===== config.mk =====
export PLATFORM = sky130hd
export DESIGN_NAME = r_write_arbiter
export DESIGN_NICKNAME = d
export VERILOG_FILES = /design/src/rtl/r_write_arbiter.sv
export SDC_FILE = /design/constraint.sdc
export NUM_CORES = 1
export LEC_CHECK = 0
export CAP_MARGIN = 20
export CORE_MARGIN = 2
export CORE_UTILIZATION = 55
export CTS_CLUSTER_DIAMETER = 30
export DETAILED_ROUTE_END_ITERATION = 16
export HOLD_SLACK_MARGIN = 0.1
export PLACE_DENSITY = 0.82
export REMOVE_ABC_BUFFERS = 1
export SETUP_SLACK_MARGIN = 0.1
export SLEW_MARGIN = 20
export SYNTH_ARGS = -nofsm -noshare
export SYNTH_HDL_FRONTEND = slang
export SYNTH_SLANG_ARGS = --single-unit
export TNS_END_PERCENT = 5

===== constraint.sdc =====
create_clock -name clk -period 4.6 [get_ports clk]
set_input_delay 0.92 -clock clk [delete_from_list [all_inputs] [get_ports clk]]
set_output_delay 0.92 -clock clk [all_outputs]
set_load 0.005 [all_outputs]

===== src/rtl/r_write_arbiter.sv =====
// r_write_arbiter: round-robin arbiter for the single write port of accumulator R.
// Ports: clk, rst (async, active-high); reqInbox/reqMem/reqData/reqAlu are held until their
// ackInbox/ackMem/ackData/ackAlu pulse; hold blocks new grants; muxR/wR drive R's write port;
// memRd strobes a memory read; busy is high while a memory load waits out MEM_LAT.
module r_write_arbiter #(
    parameter int MEM_LAT = 1
) (
    input  logic       clk,
    input  logic       rst,
    input  logic       reqInbox,
    input  logic       reqMem,
    input  logic       reqData,
    input  logic       reqAlu,
    input  logic       hold,
    output logic       ackInbox,
    output logic       ackMem,
    output logic       ackData,
    output logic       ackAlu,
    output logic [1:0] muxR,
    output logic       wR,
    output logic       memRd,
    output logic       busy
);
    if (MEM_LAT < 1 || MEM_LAT > 15) begin : g_lat_check
        $error("MEM_LAT must be in 1..15");
    end
    typedef enum logic {IDLE, MEMWAIT} state_t;
    state_t     state;
    logic [1:0] ptr, off, g;
    logic [3:0] cnt, ack, elig;
    // a source whose ack is already high is still asserting its req this cycle; skip it
    assign elig = {reqAlu, reqData, reqMem, reqInbox} & ~ack;
    // off is the distance from ptr to the first eligible source, scanning ptr, ptr+1, ...
    always_comb begin
        off = 2'd0;
        for (int i = 3; i >= 0; i--) if (elig[2'(ptr + 2'(i))]) off = 2'(i);
    end
    assign g = ptr + off;
    assign {ackAlu, ackData, ackMem, ackInbox} = ack;
    assign busy = state == MEMWAIT;
    always_ff @(posedge clk or posedge rst) begin
        if (rst) begin
            state <= IDLE;
            ptr   <= 2'd0;
            cnt   <= 4'd0;
            wR    <= 1'b0;
            muxR  <= 2'd0;
            ack   <= 4'd0;
            memRd <= 1'b0;
        end else begin
            wR    <= 1'b0;
            ack   <= 4'd0;
            memRd <= 1'b0;
            if (state == MEMWAIT) begin
                cnt <= cnt - 4'd1;
                if (cnt == 4'd1) begin
                    wR    <= 1'b1;
                    muxR  <= 2'd1;
                    ack   <= 4'b0010;
                    state <= IDLE;
                end
            end else if (!hold && |elig) begin
                if (g == 2'd1) begin
                    memRd <= 1'b1;
                    cnt   <= 4'(MEM_LAT);
                    ptr   <= 2'd2;
                    state <= MEMWAIT;
                end else begin
                    wR   <= 1'b1;
                    muxR <= g;
                    ack  <= 4'b0001 << g;
                    ptr  <= g + 2'd1;
                end
            end
        end
    end
endmodule


# After elaboration in Yosys (flattened, before gate mapping)
# Cells that the tools add are included.
dict set report word_totals {
  reg_bits 15
  elab_cells 66
}
dict set report classes {
  addsub 6
  n_lt_le_gt_ge 4
  n_eq_ne 4
  shift 1
  muxes 33
  bitwise_logic 3
  n_reduce_logical 8
}
# op n
set op_table {}
lappend op_table {{4-bit two-way mux} 6}
lappend op_table {{2-bit two-way mux} 10}
lappend op_table {{1-bit two-way mux} 13}
lappend op_table {{2-bit by 3-bit less-than comparator with 1-bit output, second input constant} 4}
lappend op_table {{1-bit binary-select mux with 2-bit select} 4}
lappend op_table {{2-bit by 1-bit adder with 2-bit output, second input constant} 2}
lappend op_table {{2-bit adder, second input constant} 2}
lappend op_table {{4-bit AND} 1}
lappend op_table {{4-bit by 1-bit equality test with 1-bit output, second input constant} 1}
lappend op_table {{4-bit inverter} 1}
lappend op_table {{2-bit AND reduction} 2}
lappend op_table {{2-bit nonzero test} 2}
lappend op_table {{4-bit OR reduction} 1}
lappend op_table {{1-bit by 2-bit << shifter with 4-bit output, first input constant} 1}
lappend op_table {{4-bit by 1-bit subtractor with 4-bit output, second input constant} 1}
lappend op_table {{3-bit AND reduction} 1}
lappend op_table {{2-bit adder} 1}
lappend op_table {{2-bit by 1-bit equality test with 1-bit output, second input constant} 1}
lappend op_table {{2-bit by 1-bit inequality test with 1-bit output, second input constant} 1}
lappend op_table {{2-bit inequality test, second input constant} 1}
lappend op_table {{1-bit logical AND} 1}
lappend op_table {{1-bit logical NOT} 1}
lappend op_table {{1-bit inverter} 1}

# Longest topological paths before layout
# Gate-level depths: netlist (run 1).
dict set report logic_depth {
  word_depth 13
  mapped_depth 11
  mapped_depth_nobuf 11
}

# Worst setup path after synthesis (run 1)
# Ideal clock, no wire load.
dict set report synth_path {
  path_type {input -> register}
  start {in reqMem}
  end {reg ptr[1]}
  setup_time_ps 128
  arrival_ps 2943
  t_required_ps 4472
  setup_slack_ps 1529
  path_stages 10
  path_cell_list {nor2b_1 a2111oi_0 or4_1 ha_1 xnor2_1 xnor2_2 inv_1 ha_1 nand2_1 o21ai_0}
}
dict set report synth_via {
  elab_chain_len 10
  word_cells_on_any_way 20
  classes_between {add/sub: 2; eq/ne: 1; mux: 13; bitwise: 1; reduce/logical: 3}
}
# element line
set synth_rtl {}
lappend synth_rtl {{start, declared} 11} ;# input logic reqMem,
lappend synth_rtl {{4-bit AND (*)} 32} ;# assign elig = {reqAlu, reqData, reqMem, reqInbox} & ~ack;
lappend synth_rtl {{1-bit binary-select mux with 2-bit select} 36} ;# for (int i = 3; i >= 0; i--) if (elig[2'(ptr + 2'(i))]) off = 2'(i);
lappend synth_rtl {{1-bit two-way mux (not written as such)} 36}
lappend synth_rtl {{2-bit two-way mux (4 in a row)} 36}
lappend synth_rtl {{2-bit adder} 38} ;# assign g = ptr + off;
lappend synth_rtl {{2-bit by 1-bit adder with 2-bit output / 2-bit by 1-bit equality test with 1-bit output (equally long branches)} {72, 63}}
lappend synth_rtl {{2-bit two-way mux} 63} ;# if (g == 2'd1) begin
lappend synth_rtl {{end signal, assigned} 72} ;# ptr <= g + 2'd1;
lappend synth_rtl {{end, declared} 29} ;# logic [1:0] ptr, off, g;
# Mark *: on every way between the ends. The rest lies on a longest branch, timed or not. The select of a mux whose other input is x is not followed.
# A chain may end at the register's enable or synchronous reset.

# Worst setup path in the final report (run 1)
# Ends and elaborated chain as after synthesis.

==> qor.csv, run 1 <==
stage,metric,value,unit
yosys,post_synth_adder_cell_area,5.18,%
finish,syn_to_final_growth,19.9,%
grt,grt_remaining_overflow,0,
yosys,ys_seq_area_share,38.9,%
grt,vias_in_the_first_global_route,695,
flow_run,timing.max_cap.violations,0,
setup_path,max_stage_delay,0.54,ns
yosys,post-synth-top-area-fraction,38.9,%
floorplanning,num_io_pins,16,
setup_path,timing.critical_path.from_type,input port,
floorplanning,rows,15,
sta,fin_worst_skew,0.00457,ns
finish,antenna_cells_inserted,0,
drt,detail_route.wl_per_cell,13.6,microns
place,place.detailed.instances,126,
clock_network,insertion_delay,0.29,ns
setup_path,arrival,3.66,ns
yosys,post-synth-top-area-cell,sky130_fd_sc_hd__dfrtp_1,
sta,worst-slew-pin-transition,0.554,ns
place,port_buffers,15,
setup_path,worst-endpoint-required,4.76,ns
yosys,synth_cells,95,
sta,maxSlewHeadroom,62.8,%
sta,maxSlewViolCount,0,
yosys,post_synth.cell_area_avg,10.2,sq um
yosys,portion_of_netlist_area_occupied_by_mux_cells,5.44,%
grt,global_route_wire_length_before_repair,2.90,mm
setup_path,largest_fanout_on_the_critical_path,6,
floorplanning,floorplan.initialDensity,57.2,%
setup_path,critical_path.endpoint_type,flip-flop,
yosys,synth_enable_flop_cells,0,
setup_path,critical_path.top_delay_family,simple AND/OR/NAND/NOR gates,
setup_path,path_buf_inv,2,
pwr,cellLeakagePower,0.520,nW
clock_network,clk_pin_slew,0.08,ns
yosys,synth_compound_gate_area_share,16.6,%
sta,clock_period_minus_final_worst_setup_slack,3.50,ns
setup_path,crit_top_cell,sky130_fd_sc_hd__ha_1,
yosys,synth_async_sr_flop_share,100,%
clock_network,clock-root-buffer,sky130_fd_sc_hd__clkbuf_4,
finish,postLayoutCoreUtil,68.6,%
drt,total_iterations_of_the_first_detailed_routing_run,4,
drt,vias_per_cell,5.88,
yosys,synthesis.area,966,sq um
clock_network,cts_resized,0,
yosys,yosysUniqueCellTypes,36,
floorplanning,die_width,45.9,microns
finish,final.fill_count,125,
finish,design.final.nets,125,
grt,grt_start_max_net_pins,16,
clock_network,tritoncts.num_buffers,3,
sta,rsz0062_at_grt,false,
clock_network,cts_tree,yes,
drt,via_count,764,
yosys,synth_top_family_by_area,simple AND/OR/NAND/NOR gates,
floorplanning,die_area,2110,sq um
drt,routed_wirelength,1.76,mm
pwr,p_per_cell_area,700,nW/um^2
finish,finalNonFillerCells,130,
finish,share_of_post_route_cells_with_drive_strength_above_1,16.8,%
clock_network,cts_setup_buffers,0,
setup_path,critical_path.slowest_cell,sky130_fd_sc_hd__or4_1,
grt,grt_util_all_layers,19.8,%
clock_network,cts.path.max_buffers,2,
floorplanning,floorplan.die.height,45.9,microns
clock_network,cts_num_sinks,15,
grt,antenna_found_initial,0,
drt,drt_first_iter_violations,4,
pwr,worst_ir_drop_vdd,0.000363,V
sta,hold_viol,0,
pwr,p_total,811,uW
clock_network,holdBufCountCts,0,
setup_path,crit_path_cell_trace,clkdlybuf4s50_1 -> nor2b_1 -> a2111oi_0 -> or4_1 -> ha_1 -> xnor2_1 -> xnor2_2 -> inv_1 -> ha_1 -> nand2_1 -> o21ai_0,
min_path,min-delay-path-class,reg2reg,
drt,drtAntennaViolNets,0,
setup_path,timing_worst_setup_path_type,in2reg,
sta,max_freq,0.286,GHz
sta,finalSetupViolations,0,
place,hpwl,1.40,mm
yosys,synth_xor_xnor_area_share,5.31,%
sta,final_min_period_over_clock_period,76.1,%
floorplanning,coreArea,1690,sq um
yosys,yosys.area_share.simple,25.0,%
place,gp_routability_congestion,0.745,
clock_network,clock_tree.htree_level_count,1,
drt,detail_route.drc_violations,0,
yosys,yosysWarnings,0,
status,run_status,"complete, no violations",
yosys,yosys_most_used_dff,sky130_fd_sc_hd__dfrtp_1,
sta,finalSetupTns,0,ns
yosys,postSynthRegisterBits,15,
yosys,synth.area.top_cells,"sky130_fd_sc_hd__dfrtp_1, sky130_fd_sc_hd__ha_1, sky130_fd_sc_hd__nand3_1",
-- Yosys cell counts (2+ instances only) --
master / n
sky130_fd_sc_hd__a2111oi_0: 2
sky130_fd_sc_hd__a21oi_1: 5
sky130_fd_sc_hd__a21oi_2: 2
sky130_fd_sc_hd__dfrtp_1: 15
sky130_fd_sc_hd__ha_1: 4
sky130_fd_sc_hd__inv_1: 6
sky130_fd_sc_hd__inv_2: 2
sky130_fd_sc_hd__mux2i_1: 3
sky130_fd_sc_hd__nand2_1: 4
sky130_fd_sc_hd__nand2b_1: 5
sky130_fd_sc_hd__nand3_1: 8
sky130_fd_sc_hd__nor2_1: 6
sky130_fd_sc_hd__nor2b_1: 2
sky130_fd_sc_hd__nor2b_4: 2
sky130_fd_sc_hd__nor3_1: 2
sky130_fd_sc_hd__o2111ai_1: 2
sky130_fd_sc_hd__o2111ai_2: 2
sky130_fd_sc_hd__o21ai_0: 2
sky130_fd_sc_hd__o21ai_1: 2
sky130_fd_sc_hd__xnor2_1: 2
sky130_fd_sc_hd__xor2_1: 2
-- flip-flops by register name, summed over array words and instances (netlist names) --
register	flops
ack	4
memRd	1
ptr	2
cnt	4
wR	1
busy	1
muxR	2
-- worst paths after layout --
kind                       slack, ns                   to           startpoint  cells after the start
min reg2reg                     0.53  muxR[1]$_DFFE_PP0P_  muxR[1]$_DFFE_PP0P_                      2
max in group asynchronous       3.27     ack[1]$_DFF_PP0_                  rst                      2
max                             1.10   ptr[1]$_DFFE_PP0P_               reqMem                     11
min                             0.53  muxR[1]$_DFFE_PP0P_  muxR[1]$_DFFE_PP0P_                      2
min in group asynchronous       0.97   cnt[2]$_DFFE_PP0P_                  rst                      2
max reg2reg                     1.83   ptr[1]$_DFFE_PP0P_     ack[3]$_DFF_PP0_                     11
-- per-layer routing --
layer  part of all wire (%)  track usage (%)
met3                    4.8             3.97
met2                     49             32.2
met1                     43             23.0
met4                    3.7             13.7
met5                      0                0
-- kinds of logic (layout without fill, tap and decap cells) --
logic type	after synthesis	in the layout
simple gates	38	38
compound gates	20	20
flops	15	15
buf+inv	9	27
xor+xnor	5	5
fa+ha+maj	4	4
mux	4	4
-- tightest hold or removal path: stages, from the launching register on --
cell                      delay (ns)
sky130_fd_sc_hd__dfrtp_1        0.38
sky130_fd_sc_hd__nand2_1        0.06
sky130_fd_sc_hd__o21ai_1        0.05
-- where the power goes --
part           internal, mW  leakage [nW]  total (mW)  switching, mW
clock network        0.0337        0.0150      0.0741         0.0404
logic                 0.238         0.316       0.483          0.245
registers             0.192         0.189       0.254         0.0615
total                 0.464         0.520       0.811          0.346
-- per-stage QoR --
step | hold WS [ns] | area, sq um | setup WS, ns
3_3_place_gp | 0.509 | 1130 | 0.895
2_1_floorplan | 0.511 | 961 | 1.53
6_report | 0.528 | 1160 | 1.10
3_5_place_dp | 0.516 | 1130 | 0.806
5_1_grt | 0.564 | 1160 | 0.834
4_1_cts | 0.531 | 1160 | 1.10
-- cells in the final DEF (no fill, tap or decap), drive strengths merged, types with 2 or more instances in the layout --
cell and count:
o21ai 4, a21oi 7, nand2 4, a2111oi 2, xnor2 3, nor3 2
or4b 2, xor2 2, clkdlybuf4s50 15, and2 2, nor2b 4, o2111ai 4
inv 8, clkbuf 4, nand3 8, dfrtp 15, mux2i 4, nor2 7
ha 4, nand2b 5
-- layout make-up --
class                   instances  area [sq um]  area share (%)
clock buffers                   4          26.3            2.27
inverters                       8          30.0            2.59
multi-input cells              71           556            47.9
flip-flops and latches         15           375            32.4
well taps                      17          21.3            1.84
repair buffers                 15           150            13.0
(Power assumes the default switching activity.)
==> inputs of run 2 (changes only) <==
--- a/config.mk
+++ b/config.mk
@@ -7,11 +7,11 @@
 export LEC_CHECK = 0
 export CAP_MARGIN = 20
 export CORE_MARGIN = 2
-export CORE_UTILIZATION = 55
+export CORE_UTILIZATION = 51
 export CTS_CLUSTER_DIAMETER = 30
 export DETAILED_ROUTE_END_ITERATION = 16
 export HOLD_SLACK_MARGIN = 0.1
-export PLACE_DENSITY = 0.82
+export PLACE_DENSITY = 0.77
 export REMOVE_ABC_BUFFERS = 1
 export SETUP_SLACK_MARGIN = 0.1
 export SLEW_MARGIN = 20
==> constraint.sdc (replaced) <==
create_clock -name clk -period 3.45 [get_ports clk]
set_input_delay 0.69 -clock clk [delete_from_list [all_inputs] [get_ports clk]]
set_output_delay 0.69 -clock clk [all_outputs]
set_load 0.005 [all_outputs]
==> run 2 against run 1 <==
- via count rose by 4.7%
- sequential cell count did not move
- critical path type unchanged
- final area rose by 1.6%
- largest power group unchanged
- worst hold slack got worse by 0.0056 ns
- clock skew fell by 0.0023 ns
==> qor.csv, run 2 (synthesized netlist as in run 1, its figures left out) <==
stage,metric,value,unit
setup_path,crit_path_cell_trace,clkdlybuf4s50_1 -> nor2b_1 -> a2111oi_0 -> or4_1 -> ha_1 -> xnor2_1 -> xnor2_2 -> inv_1 -> ha_1 -> nand2_1 -> o21ai_0,
sta,clock_period_minus_final_worst_setup_slack,3.06,ns
clock_network,clk_pin_slew,0.09,ns
place,hpwl,1.56,mm
sta,maxSlewHeadroom,62.1,%
pwr,netSwitchingFraction,43.7,%
grt,grt_start_max_net_pins,16,
place,port_buffers,15,
clock_network,cts_resized,0,
grt,grt_util_all_layers,22.3,%
sta,finalSetupViolations,0,
setup_path,critical_path.endpoint_type,flip-flop,
clock_network,cts_num_sinks,15,
finish,share_of_post_route_cells_with_drive_strength_above_1,18.4,%
grt,grt_remaining_overflow,0,
clock_network,clock-root-buffer,sky130_fd_sc_hd__clkbuf_4,
finish,antenna_cells_inserted,0,
clock_network,cts_setup_buffers,0,
flow_run,timing.max_cap.violations,0,
clock_network,clock_tree.htree_level_count,1,
clock_network,tritoncts.num_buffers,3,
drt,routed_wirelength,2.05,mm
pwr,p_int,635,uW
sta,fin_worst_skew,0.00228,ns
drt,via_count,800,
setup_path,arrival,3.24,ns
setup_path,critical_path.top_delay_family,simple AND/OR/NAND/NOR gates,
drt,total_iterations_of_the_first_detailed_routing_run,4,
drt,drt_first_iter_violations,9,
setup_path,crit_top_cell,sky130_fd_sc_hd__ha_1,
sta,hold_viol,0,
sta,maxSlewViolCount,0,
pwr,seq_power_share,30.3,%
finish,layout_top_registers,"ack: 4 flops, cnt: 4 flops",
clock_network,holdBufCountCts,0,
setup_path,worst-endpoint-required,3.63,ns
pwr,cellLeakagePower,0.528,nW
floorplanning,die_area,2260,sq um
drt,drtAntennaViolNets,0,
clock_network,insertion_delay,0.29,ns
finish,design.final.nets,126,
pwr,worst_ir_drop_vdd,0.000550,V
setup_path,timing.critical_path.from_type,input port,
pwr,pwr-share-comb,60.5,%
setup_path,timing_worst_setup_path_type,in2reg,
sta,rsz0062_at_grt,false,
clock_network,cts_tree,yes,
pwr,power.share.clock,9.2,%
grt,antenna_found_initial,0,
setup_path,largest_fanout_on_the_critical_path,4,
grt,global_route_wire_length_before_repair,3.44,mm
finish,most-common-layout-cells,"sky130_fd_sc_hd__dfrtp_1, sky130_fd_sc_hd__clkdlybuf4s50_1, sky130_fd_sc_hd__nand3_1, sky130_fd_sc_hd__inv_1, sky130_fd_sc_hd__nor2_1",
setup_path,critical_path.slowest_cell,sky130_fd_sc_hd__or4_1,
setup_path,max_stage_delay,0.54,ns
setup_path,path_buf_inv,2,
floorplanning,floorplan.die.height,47.5,microns
status,run_status,"complete, no violations",
floorplanning,coreArea,1750,sq um
floorplanning,num_io_pins,16,
drt,detail_route.drc_violations,0,
min_path,min-delay-path-class,reg2reg,
grt,vias_in_the_first_global_route,794,
drt,detail_route.wl_per_cell,14.7,microns
pwr,total_switching_power,493,uW
sta,max_freq,0.327,GHz
finish,syn_to_final_growth,21.9,%
clock_network,cts.path.max_buffers,2,
floorplanning,rows,15,
place,gp_routability_congestion,0.759,
sta,final_min_period_over_clock_period,88.8,%
sta,finalSetupTns,0,ns
sta,worst-slew-pin-transition,0.569,ns
drt,vias_per_cell,5.76,
floorplanning,die_width,47.5,microns
finish,postLayoutCoreUtil,67.5,%
floorplanning,floorplan.initialDensity,55.3,%
pwr,p_per_cell_area,958,nW/um^2
-- run 2: changes by cell type in the layout (fill, tap and decap cells not counted) --
cell | previous run | this run
sky130_fd_sc_hd__buf_4 | 0 | 1
sky130_fd_sc_hd__clkbuf_1 | 1 | 0
sky130_fd_sc_hd__clkinv_2 | 0 | 1
-- run 2: worst min-delay path: cells and delay by family, from the launching register on --
kind	cells	cell delay, ns
flip-flops	1	0.38
AND/OR/NAND/NOR	1	0.06
AO/OA/AOI/OAI	1	0.05
-- run 2: per-layer routing --
metal	share of wire, %	track usage [%]
met1	40	24.4
met2	55	40.3
met3	2.9	4.53
met4	1.9	11.7
met5	0	0
-- run 2: cell type report --
class,instances,area [sq um]
tap,25,31.3
inverter,8,30.0
sequential,15,375
clock buffer,3,22.5
fill,156,568
multi-input combinational,71,556
clock inverter,1,5.00
timing repair buffer,16,158
-- run 2: path summary, 6_finish.rpt --
kind	startpoint	end	slack (ns)	cells after the start
max	reqMem	ptr[1]$_DFFE_PP0P_	0.39	11
min	muxR[1]$_DFFE_PP0P_	muxR[1]$_DFFE_PP0P_	0.52	2
max reg2reg	ack[1]$_DFF_PP0_	ptr[1]$_DFFE_PP0P_	0.84	10
min reg2reg	muxR[1]$_DFFE_PP0P_	muxR[1]$_DFFE_PP0P_	0.52	2
max in group asynchronous	rst	muxR[0]$_DFFE_PP0P_	2.33	2
min in group asynchronous	rst	cnt[0]$_DFFE_PP0P_	0.75	2
-- run 2: metrics by stage --
stage | power [mW] | instances | hold WS (ns) | worst slack (ns) | instance area (sq um)
2_1_floorplan | 0.799 | 94 | 0.511 | 0.609 | 961
5_1_grt | 1.23 | 139 | 0.554 | 0.252 | 1180
4_1_cts | 1.14 | 139 | 0.529 | 0.387 | 1180
3_5_place_dp | 1.03 | 135 | 0.516 | 0.0996 | 1150
6_report | 1.13 | 139 | 0.523 | 0.388 | 1180
3_3_place_gp | 0.984 | 135 | 0.509 | 0.166 | 1150
-- run 2: power by group through the flow --
stage	registers, mW	logic, mW	clock network, mW
2_1_floorplan	0.331	0.469	0
3_3_place_gp	0.336	0.648	0
3_5_place_dp	0.344	0.684	0
4_1_cts	0.341	0.691	0.103
5_1_grt	0.354	0.762	0.113
6_report	0.342	0.683	0.104
